File: src/rtl/shot_timer.sv
// Shot timer: timestamps each channel's first slope-detect edge relative to the
// earliest arrival, closes on all-hit or timeout, and holds results for readout.

module shot_timer_lane #(
  parameter int CW = 16
) (
  input  logic          clk8M,
  input  logic          reset,
  input  logic          clr,
  input  logic          ld_en,
  input  logic          trig,
  input  logic          run,
  input  logic [CW-1:0] cnt,
  input  logic          det,
  output logic          en_q,
  output logic          rise,
  output logic          hit,
  output logic          first,
  output logic [CW-1:0] ts
);
  logic det_q;

  // A det already high when armed needs a fresh low->high to count.
  assign rise = det & ~det_q & en_q;

  always_ff @(posedge clk8M) begin
    if (reset) begin
      det_q <= 1'b0;
      en_q  <= 1'b0;
      hit   <= 1'b0;
      first <= 1'b0;
      ts    <= '0;
    end else begin
      det_q <= det;
      if (clr) begin
        en_q  <= ld_en;
        hit   <= 1'b0;
        first <= 1'b0;
        ts    <= '0;
      end else if (trig && rise) begin
        hit   <= 1'b1;
        first <= 1'b1;
        ts    <= '0;
      end else if (run && rise && !hit) begin
        hit <= 1'b1;
        ts  <= cnt;
      end
    end
  end
endmodule

module shot_timer #(
  parameter int            NCH     = 4,
  parameter int            CW      = 16,
  parameter logic [CW-1:0] TIMEOUT = 16'd8000,
  localparam int           SW      = (NCH > 1) ? $clog2(NCH) : 1
) (
  input  logic           clk8M,
  input  logic           reset,
  input  logic           arm,
  input  logic           abort,
  input  logic [NCH-1:0] ch_en,
  input  logic [NCH-1:0] det,
  input  logic [SW-1:0]  ts_sel,
  output logic           armed,
  output logic           busy,
  output logic           done,
  output logic           timeout,
  output logic [NCH-1:0] hit,
  output logic [NCH-1:0] first,
  output logic [CW-1:0]  ts_data
);
  localparam logic [1:0] S_IDLE  = 2'd0;
  localparam logic [1:0] S_ARMED = 2'd1;
  localparam logic [1:0] S_RUN   = 2'd2;
  localparam logic [1:0] S_DONE  = 2'd3;

  logic [1:0]              state;
  logic [CW-1:0]           cnt;
  logic [NCH-1:0]          en_q, rise;
  logic [NCH-1:0][CW-1:0]  ts;
  logic                    clr, trig, run, all_hit;

  assign clr     = arm && !abort && (state == S_IDLE || state == S_DONE);
  assign trig    = (state == S_ARMED) && !abort;
  assign run     = (state == S_RUN) && !abort;
  assign all_hit = ((hit | rise) & en_q) == en_q;

  for (genvar i = 0; i < NCH; i++) begin : g_lane
    shot_timer_lane #(.CW(CW)) u_lane (
      .clk8M (clk8M),
      .reset (reset),
      .clr   (clr),
      .ld_en (ch_en[i]),
      .trig  (trig),
      .run   (run),
      .cnt   (cnt),
      .det   (det[i]),
      .en_q  (en_q[i]),
      .rise  (rise[i]),
      .hit   (hit[i]),
      .first (first[i]),
      .ts    (ts[i])
    );
  end

  always_ff @(posedge clk8M) begin
    if (reset) begin
      state   <= S_IDLE;
      cnt     <= '0;
      timeout <= 1'b0;
    end else begin
      case (state)
        S_IDLE, S_DONE: if (clr) begin
          state   <= S_ARMED;
          cnt     <= '0;
          timeout <= 1'b0;
        end
        S_ARMED: if (abort) state <= S_IDLE;
          else if (|rise) begin
            state <= S_RUN;
            cnt   <= CW'(1);
          end
        S_RUN: if (abort) state <= S_IDLE;
          else begin
            if (cnt != '1) cnt <= cnt + 1'b1;
            // all-hit wins over timeout when the last channel lands on the timeout cycle
            if (all_hit) state <= S_DONE;
            else if (cnt == TIMEOUT) begin
              state   <= S_DONE;
              timeout <= 1'b1;
            end
          end
        default: state <= S_IDLE;
      endcase
    end
  end

  assign armed = (state == S_ARMED);
  assign busy  = (state == S_RUN);
  assign done  = (state == S_DONE);

  // Select codes with no channel behind them read back as zero.
  logic [CW-1:0] ts_tab [2**SW];
  for (genvar i = 0; i < 2**SW; i++) begin : g_tab
    if (i < NCH) begin : g_ch
      assign ts_tab[i] = ts[i];
    end else begin : g_nc
      assign ts_tab[i] = '0;
    end
  end
  assign ts_data = ts_tab[ts_sel];
endmodule

File: config.mk
export PLATFORM = sky130hd
export DESIGN_NAME = shot_timer
export DESIGN_NICKNAME = d
export VERILOG_FILES = /design/src/rtl/shot_timer.sv
export SDC_FILE = /design/constraint.sdc
export NUM_CORES = 1
export LEC_CHECK = 0
export CAP_MARGIN = 20
export CORE_MARGIN = 1
export CORE_UTILIZATION = 68
export DETAILED_ROUTE_END_ITERATION = 10
export DONT_BUFFER_PORTS = 1
export GPL_TIMING_DRIVEN = 0
export PLACE_DENSITY = 0.84
export SYNTH_ARGS = -nofsm -noshare
export SYNTH_HDL_FRONTEND = slang
export SYNTH_SLANG_ARGS = --single-unit
File: constraint.sdc
create_clock -name clk8M -period 3.7 [get_ports clk8M]
set_input_delay 0.74 -clock clk8M [delete_from_list [all_inputs] [get_ports clk8M]]
set_output_delay 0.74 -clock clk8M [all_outputs]
set_load 0.01 [all_outputs]
==> results.txt, run 1 <==
Status -> finished, violations left
Failing checks -> design-rule violations
Syn avg cell area -> 8.751 um2
GR Util met3 -> 4.475%
Area leader, netlist -> dfxtp_1
CP arrival -> 2190 ps
Slew @ Worst Pin -> 647.3 ps
Min-Delay Path Class -> reg -> reg
Pwr Total -> 1923 uW
Via count -> 3997
Startpoint types -> input pin
Antenna viol nets, final -> 0
Mux cell area share after synthesis -> 11.78%
Post-synth EDFFs -> 0
Gr usage total -> 33.17%
Global-route wire length before repair -> 18.66 mm
Reg clk slew, reported paths -> 90 ps
#FFs+latches synth -> 99
Die W -> 84.90 um
Worst-skew pair later-pin latency -> 360 ps
Die H -> 84.90 um
TritonCTS clock tree -> built
Initial antenna violation count -> 0
Diode count -> 0
Worst hold start -> g_lane[0].u_lane.ts[2]
Syn Std Cell Area -> 4673 um2
Fillcell total -> 467
Crit end category -> primary output
Port bufs -> 0
Num CTS Buffers -> 9
CTS HTree Levels -> 3
Busiest grt layer -> met2
Final period util -> 79.25%
Final min period -> 2932 ps
Reg-to-Reg End -> g_lane[0].u_lane.ts[14]
# Post-CTS Setup Buffers -> 0
Syn. warnings -> 0
P&R area growth vs syn -> 5.971%
Hold WS -> 457.2 ps
Global route total overflow -> 0
DR pass1 iterations -> 8
Synth Flop Type -> dfxtp_1
Adder-cell share of the synthesized area -> 1.339%
Crit-path cells -> clkbuf_1 -> buf_2 -> mux4_2
Main combinational cell family by area after synthesis -> simple AND/OR/NAND/NOR gates
Max VDD drop -> 211.4 uV
Synth Area in XOR/XNOR -> 0%
CTS Root Cell -> clkbuf_8
Routed len/inst -> 18.50 um
Initial core utilization -> 71.95%
Simple-Gate Fraction of Synth Area -> 23.37%
Pin count of the biggest net entering global routing -> 16
Hold path cells -> 2
Library cells used by synthesis -> 53
Worst endpoint required time -> 2960 ps
Worst reg-to-reg path cell count -> 9
Crit-path max FO -> 10
Top-count cell post-synth -> nand2_1
CTS Buffer Depth -> 2
DR vias/cell -> 6.385
Critical-path top delay cell -> mux4_2
# IOs -> 42
Max_cap viols -> 0
Die Area -> 7208 um2
Critical path origin -> ts_sel[1]
Fmax -> 0.3410 GHz
P per Cell Area -> 388.2 nW/um2
Total wire length -> 11.58 mm
Kind of critical path -> in -> out
Number of gates resized after cts -> 0
Hold Fails Final Rpt -> 0
Worst setup margin -> 767.7 ps
Cts hold-fix bufs -> 0
Core Region -> 6495 um2
DRC -> 2
Slew Viols, Final -> 0
Setup slack, reg-to-reg -> 1130 ps
Synth Area in Compound Gates -> 14.56%
DR iter-0 viols -> 306
Register area -> 1982 um2
Post-layout nets -> 564
RSZ-0062 raised after global routing -> false
Dpl cells -> 611
Met2 Use GR -> 53.73%
Cells after Synth -> 534
Slew margin rel. -> 56.45%
Share of cells above drive strength 1 -> 13.48%
Global-route track usage on met1 -> 46.35%
Place WS -> 724.6 ps
Rows -> 29
Top cells by count, synth -> nand2_1, dfxtp_1, a21oi_1, nor2_1, clkbuf_1
Yosys top cell area share -> 42.41%
Max stage delay on crit path -> 600 ps
Vias in the first global route -> 3716
Post-synth net total -> 553
Hold EP -> g_lane[0].u_lane.ts[2]
FFs w/ async S/R, synth -> 0%
CTS sink count -> 99
Worst Clk Skew -> 11.35 ps
Endpoints failing setup -> 0
HPWL Detailed -> 7.969 mm
Multi-input logic area -> 2386 um2
Top cells by area, synth -> dfxtp_1, nand2_1, mux4_2, a21oi_1, nor2_1
R2R Path Start -> state[0]
Setup_tns -> 0 ps
Non-Filler Instances -> 626
GPL Wtd Cong -> 0.8972
Sequential area share after synthesis -> 42.41%
Static leakage -> 0.001818 uW
==> critical path, delay by kind of cell <==
family                 cells  cell delay, ps
buffers and inverters      2             840
multiplexers               1             600
==> placed cells by master, fill, tap and decap left out, types with 3 or more instances in the layout <==
cell type  synthesis  layout
o31ai_1            7       7
nor4b_1            3       3
mux2i_1           19      19
or3_1              5       5
or4_1              6       6
mux4_2            16      16
nand4_1            5       5
nand3b_1           5       5
nor3b_1            5       5
buf_2             19      19
o21ai_2            4       4
nor2_1            52      52
ha_1               5       5
clkbuf_1          22      24
clkbuf_8           0       9
nor4_1             3       3
nor2b_1            9       9
nor3_2             3       3
dfxtp_1           99      99
buf_4              8       8
nand3_1            8       8
buf_6              3       3
a31oi_1            8       8
o21ai_1            6       6
nand2_1          104     104
o311ai_1           6       6
a21oi_1           61      61
nand2b_1           5       5
inv_1              8       8
==> power breakdown <==
part | switching, uW | total [uW] | internal [uW]
Clock | 363 | 675 | 311
Sequential | 7.81 | 1080 | 1070
Combinational | 117 | 167 | 50.8
Total | 488 | 1920 | 1430
==> through the flow <==
| step | area, um2 | util [%] |
|---|---|---|
| floorplan | 4673 | - |
| global placement | 4770 | 73.43 |
| detailed placement | 4770 | 73.43 |
| CTS | 4952 | 76.25 |
| global route | 4952 | 76.25 |
| finish | 4952 | 76.25 |
==> flip-flops by register name, indices dropped and copies added, names as in the netlist <==
| signal | cells |
|---|---|
| g_lane.u_lane.first | 4 |
| state | 2 |
| cnt | 16 |
| g_lane.u_lane.det_q | 4 |
| g_lane.u_lane.ts | 64 |
| g_lane.u_lane.en_q | 4 |
| g_lane.u_lane.hit | 4 |
| timeout | 1 |
==> area by class of cell <==
type                            instances  area share [%]
Buffer                                 53           5.558
Clock buffer                           11           2.653
Clock inverter                          4           1.036
Inverter                                8          0.6064
Multi-Input combinational cell        374           48.18
Sequential cell                        99           40.02
Tap cell                               77           1.945
==> kinds of logic (layout without fill, tap and decap cells) <==
logic type	Yosys count	in the layout
buffers and inverters	61	76
adder cells (fa/ha/maj)	5	5
flip-flops	99	99
multiplexers	35	35
AND/OR/NAND/NOR	226	226
AO/OA/AOI/OAI	108	108
==> layer usage <==
layer | wire length (um) | part of all wire [%]
met3 | 923 | 8.0
met2 | 5545 | 48
met1 | 4955 | 43
met4 | 157 | 1.4
met5 | 0 | 0
==> how the worst max path moves through the flow <==
| stage | end | slack [ps] | cells past startpoint |
|---|---|---|---|
| after floorplan | ts_data[12] | 960 | 3 |
| after global placement | ts_data[6] | 730 | 3 |
| after detailed placement | ts_data[6] | 720 | 3 |
| after CTS | ts_data[6] | 720 | 3 |
| after global routing | ts_data[6] | 640 | 3 |
| final | ts_data[6] | 770 | 3 |
No activity file was read; power rests on OpenSTA's default activity.
==> run 2, diff against run 1 <==
CORE_UTILIZATION = 63   (was 68)
PLACE_DENSITY = 0.79   (was 0.84)
clock period = 3 ns   (was 3.7 ns; I/O delays follow)
==> results.txt, run 2 (same netlist as run 1, synthesis figures left out) <==
Status -> complete, no violations (was finished, violations left)
Initial antenna violation count -> 0 (unchanged)
Setup_tns -> 0 ps (unchanged)
RSZ-0062 raised after global routing -> false (unchanged)
Worst-skew pair later-pin latency -> 360 ps (about the same)
Vias in the first global route -> 3630 (was 3716)
GPL Wtd Cong -> 0.8611 (was 0.8972)
P&R area growth vs syn -> 6.426% (was 5.971%)
Pin count of the biggest net entering global routing -> 16 (unchanged)
Reg clk slew, reported paths -> 90 ps (about the same)
Antenna viol nets, final -> 0 (unchanged)
Final min period -> 2673 ps
Max VDD drop -> 293.6 uV (was 211.4 uV)
Critical path origin -> ts_sel[1] (unchanged)
Via count -> 3976 (was 3997)
TritonCTS clock tree -> built (unchanged)
P per Cell Area -> 467.6 nW/um2 (was 388.2 nW/um2)
Rows -> 31 (was 29)
Sw frac -> 25.59% (was 25.36%)
Largest register FFs -> 64 (unchanged)
Max_cap viols -> 0 (unchanged)
HPWL Detailed -> 7.899 mm (was 7.969 mm)
Diode count -> 0 (unchanged)
Net Sw Power -> 595.1 uW (was 487.6 uW)
Worst Clk Skew -> 17.17 ps (was 11.35 ps)
Crit end category -> primary output (unchanged)
Final period util -> 89.10%
Hold Fails Final Rpt -> 0 (unchanged)
DR pass1 iterations -> 5 (was 8)
Gr usage total -> 30.31% (was 33.17%)
Slew @ Worst Pin -> 683.6 ps (was 647.3 ps)
CP bufs+invs -> 2 (unchanged)
Worst setup margin -> 327.1 ps (was 767.7 ps)
Fmax -> 0.3741 GHz
Critical-path top delay cell -> mux4_2 (unchanged)
# Post-CTS Setup Buffers -> 0 (unchanged)
Total wire length -> 11.35 mm (was 11.58 mm)
DRC -> 0 (was 2)
Slew Viols, Final -> 0 (unchanged)
Highest-count cells in the layout ignoring fill and taps -> nand2_1, dfxtp_1, a21oi_1, nor2_1, clkbuf_1 (unchanged)
Die H -> 88.13 um (was 84.90 um)
Routed len/inst -> 17.52 um (was 18.50 um)
Global route total overflow -> 0 (unchanged)
Int Pwr -> 1730 uW (was 1435 uW)
Final instance area -> 4974 um2 (was 4952 um2)
DR vias/cell -> 6.136 (was 6.385)
Startpoint types -> input pin (unchanged)
Endpoints failing setup -> 0 (unchanged)
Clk pwr share -> 33.9% (was 35.1%)
Worst reg-to-reg path cell count -> 9 (unchanged)
Reg-to-Reg End -> g_lane[2].u_lane.ts[1] (was g_lane[0].u_lane.ts[14])
Die Area -> 7766 um2 (was 7208 um2)
Post-layout nets -> 564 (unchanged)
Placed Area -> 4797 um2 (was 4770 um2)
Port bufs -> 0 (unchanged)
Cts hold-fix bufs -> 0 (unchanged)
CTS sink count -> 99 (unchanged)
DR iter-0 viols -> 321 (was 306)
Initial core utilization -> 64.78% (was 71.95%)
Share of cells above drive strength 1 -> 13.66% (was 13.48%)
Final Util -> 68.94% (was 76.25%)
Setup slack, reg-to-reg -> 490 ps (was 1130 ps)
Worst endpoint required time -> 2400 ps (was 2960 ps)
CP arrival -> 2070 ps (was 2190 ps)
Number of gates resized after cts -> 0 (unchanged)
CTS HTree Levels -> 3 (unchanged)
Biggest regs -> g_lane.u_lane.ts: 64 flops, cnt: 16 flops (unchanged)
Max stage delay on crit path -> 600 ps (about the same)
Top Family by Delay on Critical Path -> buffers and inverters (unchanged)
Fillcell total -> 610 (was 467)
Most flops, register -> g_lane.u_lane.ts (unchanged)
Global-route wire length before repair -> 17.82 mm (was 18.66 mm)
Commonest non-fill, non-tap cell in the layout -> nand2_1 (unchanged)
Core Region -> 7214 um2 (was 6495 um2)
Place WS -> 286.7 ps (was 724.6 ps)
Multi-input logic area -> 2386 um2 (unchanged)
Crit-path cells -> clkbuf_1 -> buf_2 -> mux4_2 (unchanged)
CTS Buffer Depth -> 2 (unchanged)
Kind of critical path -> in -> out (unchanged)
CTS Root Cell -> clkbuf_8 (unchanged)
R2R Path Start -> state[0] (unchanged)
Min-Delay Path Class -> in -> reg (was reg -> reg)
Comb pwr share -> 8.8% (was 8.7%)
# IOs -> 42 (unchanged)
Num CTS Buffers -> 9 (unchanged)
Register area -> 1982 um2 (unchanged)
Die W -> 88.13 um (was 84.90 um)
Setup crit end -> ts_data[13] (was ts_data[6])
Crit-path max FO -> 10 (unchanged)
Part of the power in registers -> 57.3% (was 56.2%)
CP Depth -> 3 (unchanged)
Static leakage -> 0.001817 uW (was 0.001818 uW)
Slew margin rel. -> 54.00% (was 56.45%)
-- run 2: cell count changes in the layout (fill, tap and decap cells not counted), sizes merged --
| cell | change |
|---|---|
| clkbuf | +1 |
| bufinv | -1 |
-- run 2: area by class of cell --
type / count / share of cell area [%]
multi-input cells: 374 / 47.97
inverters: 8 / 0.6038
well taps: 99 / 2.491
clock buffers: 12 / 3.120
clock inverters: 3 / 0.4277
flip-flops and latches: 99 / 39.85
plain buffers: 53 / 5.535
-- run 2: layer usage --
metal	routed length (um)	part of all wire [%]	vias to the layer above	GRT usage [%]
li1	-	-	1885	-
met1	4909	43	1901	39.41
met2	5406	48	173	50.11
met3	842	7.4	17	5.184
met4	195	1.7	0	12.61
met5	0	0	-	0
-- run 2: worst min-delay path by stage --
stage	depth (start not counted)	startpoint	to	slack, ps
after floorplan	2	g_lane[1].u_lane.ts[0]	g_lane[1].u_lane.ts[0]	430
after global placement	2	g_lane[2].u_lane.ts[7]	g_lane[2].u_lane.ts[7]	440
after detailed placement	2	g_lane[2].u_lane.ts[0]	g_lane[2].u_lane.ts[0]	450
after CTS	1	det[1]	g_lane[1].u_lane.det_q	350
after global routing	1	det[0]	g_lane[0].u_lane.det_q	360
final	1	det[0]	g_lane[0].u_lane.det_q	360
-- run 2: per-stage QoR --
step           std cells  hold slack [ps]  power [uW]
3_5_place_dp         633            446.8        1562
3_3_place_gp         633            438.4        1561
5_1_grt              648            363.2        2397
2_1_floorplan        534            433.1        1510
4_1_cts              648            353.8        2333
6_report             648            359.3        2326
-- run 2: worst reg2reg max path: cells and delay by family (launching register included) --
kind	cells	cell delay, ps
adder cells (fa/ha/maj)	1	250
buffers and inverters	4	1030
AND/OR/NAND/NOR	3	600
flip-flops	1	370
AO/OA/AOI/OAI	1	180
-- run 2: power by group through the flow --
stage	sequential (uW)	combinational [uW]	clock, uW
4_1_cts	1330	200	801
2_1_floorplan	1360	150	0
3_5_place_dp	1360	199	0
3_3_place_gp	1360	198	0
6_report	1330	204	789
5_1_grt	1330	219	844
==> run 3, diff against run 2 <==
CTS_BUF_LIST = sky130_fd_sc_hd__clkbuf_16   (was unset)
==> results.txt, run 3 (same netlist as run 1, synthesis figures left out) <==
CTS HTree Levels -> 3 (unchanged)
Dpl cells -> 633 (unchanged)
RSZ-0062 raised after global routing -> false (unchanged)
Vias in the first global route -> 3650 (was 3630)
Diode count -> 0 (unchanged)
Global-route track usage on met1 -> 40.31% (was 39.41%)
Die H -> 88.13 um (unchanged)
GR Util met3 -> 5.561% (was 5.184%)
Max_cap viols -> 0 (unchanged)
Hold Fails Final Rpt -> 0 (unchanged)
Reg clk slew, reported paths -> 60 ps (was 90 ps)
Status -> complete, no violations (unchanged)
CTS sink count -> 99 (unchanged)
Slew Viols, Final -> 0 (unchanged)
Final period util -> 89.08% (was 89.10%)
DR pass1 iterations -> 6 (was 5)
GPL Wtd Cong -> 0.8611 (unchanged)
Fillcell total -> 585 (was 610)
Busiest grt layer -> met2 (unchanged)
DRC -> 0 (unchanged)
Setup_tns -> 0 ps (unchanged)
Min-Delay Path Class -> in -> reg (unchanged)
Cts hold-fix bufs -> 0 (unchanged)
CTS Buffer Depth -> 2 (unchanged)
Hold WS -> 387.7 ps (was 359.3 ps)
Rows -> 31 (unchanged)
Global-route wire length before repair -> 17.94 mm (was 17.82 mm)
Share of cells above drive strength 1 -> 13.30% (was 13.66%)
Static leakage -> 0.001856 uW (was 0.001817 uW)
Final min period -> 2673 ps (about the same)
Met2 Use GR -> 49.82% (was 50.11%)
Gr usage total -> 30.42% (was 30.31%)
Worst endpoint required time -> 2400 ps (about the same)
Crit end category -> primary output (unchanged)
Via count -> 3961 (was 3976)
Routed len/inst -> 17.59 um (was 17.52 um)
P&R area growth vs syn -> 8.166% (was 6.426%)
P per Cell Area -> 508.1 nW/um2 (was 467.6 nW/um2)
# IOs -> 42 (unchanged)
Pin count of the biggest net entering global routing -> 16 (unchanged)
Worst Clk Skew -> 9.458 ps (was 17.17 ps)
TritonCTS clock tree -> built (unchanged)
HPWL Detailed -> 7.899 mm (unchanged)
Initial core utilization -> 64.78% (unchanged)
Slew @ Worst Pin -> 656.0 ps (was 683.6 ps)
Largest register FFs -> 64 (unchanged)
Total wire length -> 11.40 mm (was 11.35 mm)
Slew margin rel. -> 55.86% (was 54.00%)
Non-Filler Instances -> 648 (unchanged)
Fmax -> 0.3742 GHz (was 0.3741 GHz)
Kind of critical path -> in -> out (unchanged)
Crit-path max FO -> 10 (unchanged)
Max VDD drop -> 287.9 uV (was 293.6 uV)
Worst-skew pair later-pin latency -> 340 ps (was 360 ps)
Biggest regs -> g_lane.u_lane.ts: 64 flops, cnt: 16 flops (unchanged)
Initial antenna violation count -> 0 (unchanged)
Antenna viol nets, final -> 0 (unchanged)
Core Region -> 7214 um2 (unchanged)
Most flops, register -> g_lane.u_lane.ts (unchanged)
Die Area -> 7766 um2 (unchanged)
DR iter-0 viols -> 345 (was 321)
# Post-CTS Setup Buffers -> 0 (unchanged)
Num CTS Buffers -> 9 (unchanged)
CP arrival -> 2070 ps (about the same)
Post-layout nets -> 564 (unchanged)
Global route total overflow -> 0 (unchanged)
Number of gates resized after cts -> 0 (unchanged)
Startpoint types -> input pin (unchanged)
Highest-count cells in the layout ignoring fill and taps -> nand2_1, dfxtp_1, a21oi_1, nor2_1, clkbuf_1 (unchanged)
Die W -> 88.13 um (unchanged)
Commonest non-fill, non-tap cell in the layout -> nand2_1 (unchanged)
CTS Root Cell -> clkbuf_16 (was clkbuf_8)
Port bufs -> 0 (unchanged)
Endpoints failing setup -> 0 (unchanged)
DR vias/cell -> 6.113 (was 6.136)
run 3: cell count changes in the layout (fill, tap and decap cells not counted), sizes merged:
cell | previous run | this run
clkbuf | 34 | 31
inv | 9 | 10
clkinv | 1 | 3
run 3: worst max-delay path, stage by stage:
cell and delay (ps):
clkbuf_1 420, buf_2 440, mux4_2 600
run 3: final timing paths:
check | cells after the start | slack (ps) | startpoint | end
max | 3 | 330 | ts_sel[1] | ts_data[13]
min | 1 | 390 | det[1] | g_lane[1].u_lane.det_q
max reg2reg | 9 | 520 | state[0] | g_lane[1].u_lane.ts[15]
min reg2reg | 2 | 450 | g_lane[2].u_lane.ts[5] | g_lane[2].u_lane.ts[5]
run 3: layout make-up:
type | count | area (um2) | share of cell area, %
multi-input combinational | 374 | 2386 | 47.20
sequential | 99 | 1982 | 39.21
buffer | 53 | 275.3 | 5.446
clock buffer | 9 | 225.2 | 4.455
tap | 99 | 123.9 | 2.450
clock inverter | 6 | 32.53 | 0.6436
inverter | 8 | 30.03 | 0.5941
run 3: power breakdown:
part	switching (uW)	total [uW]	internal [uW]
sequential	9.34	1330	1320
clock	481	1030	550
combinational	141	204	62.4
total	631	2570	1940
run 3: metrics by stage:
step           setup slack (ps)  util [%]  total power, uW  cell area, um2
4_1_cts                   284.4     70.07             2573            5055
3_3_place_gp              314.9     66.49             1561            4797
6_report                  327.5     70.07             2568            5055
3_5_place_dp              286.7     66.49             1562            4797
2_1_floorplan             541.1         -             1510            4673
5_1_grt                   202.1     70.07             2630            5055
run 3: metal layers:
layer | up-vias | wire length, um
met2 | 194 | 5527
met3 | 23 | 966
met1 | 1865 | 4740
li1 | 1879 | -
met4 | 0 | 163
met5 | - | 0
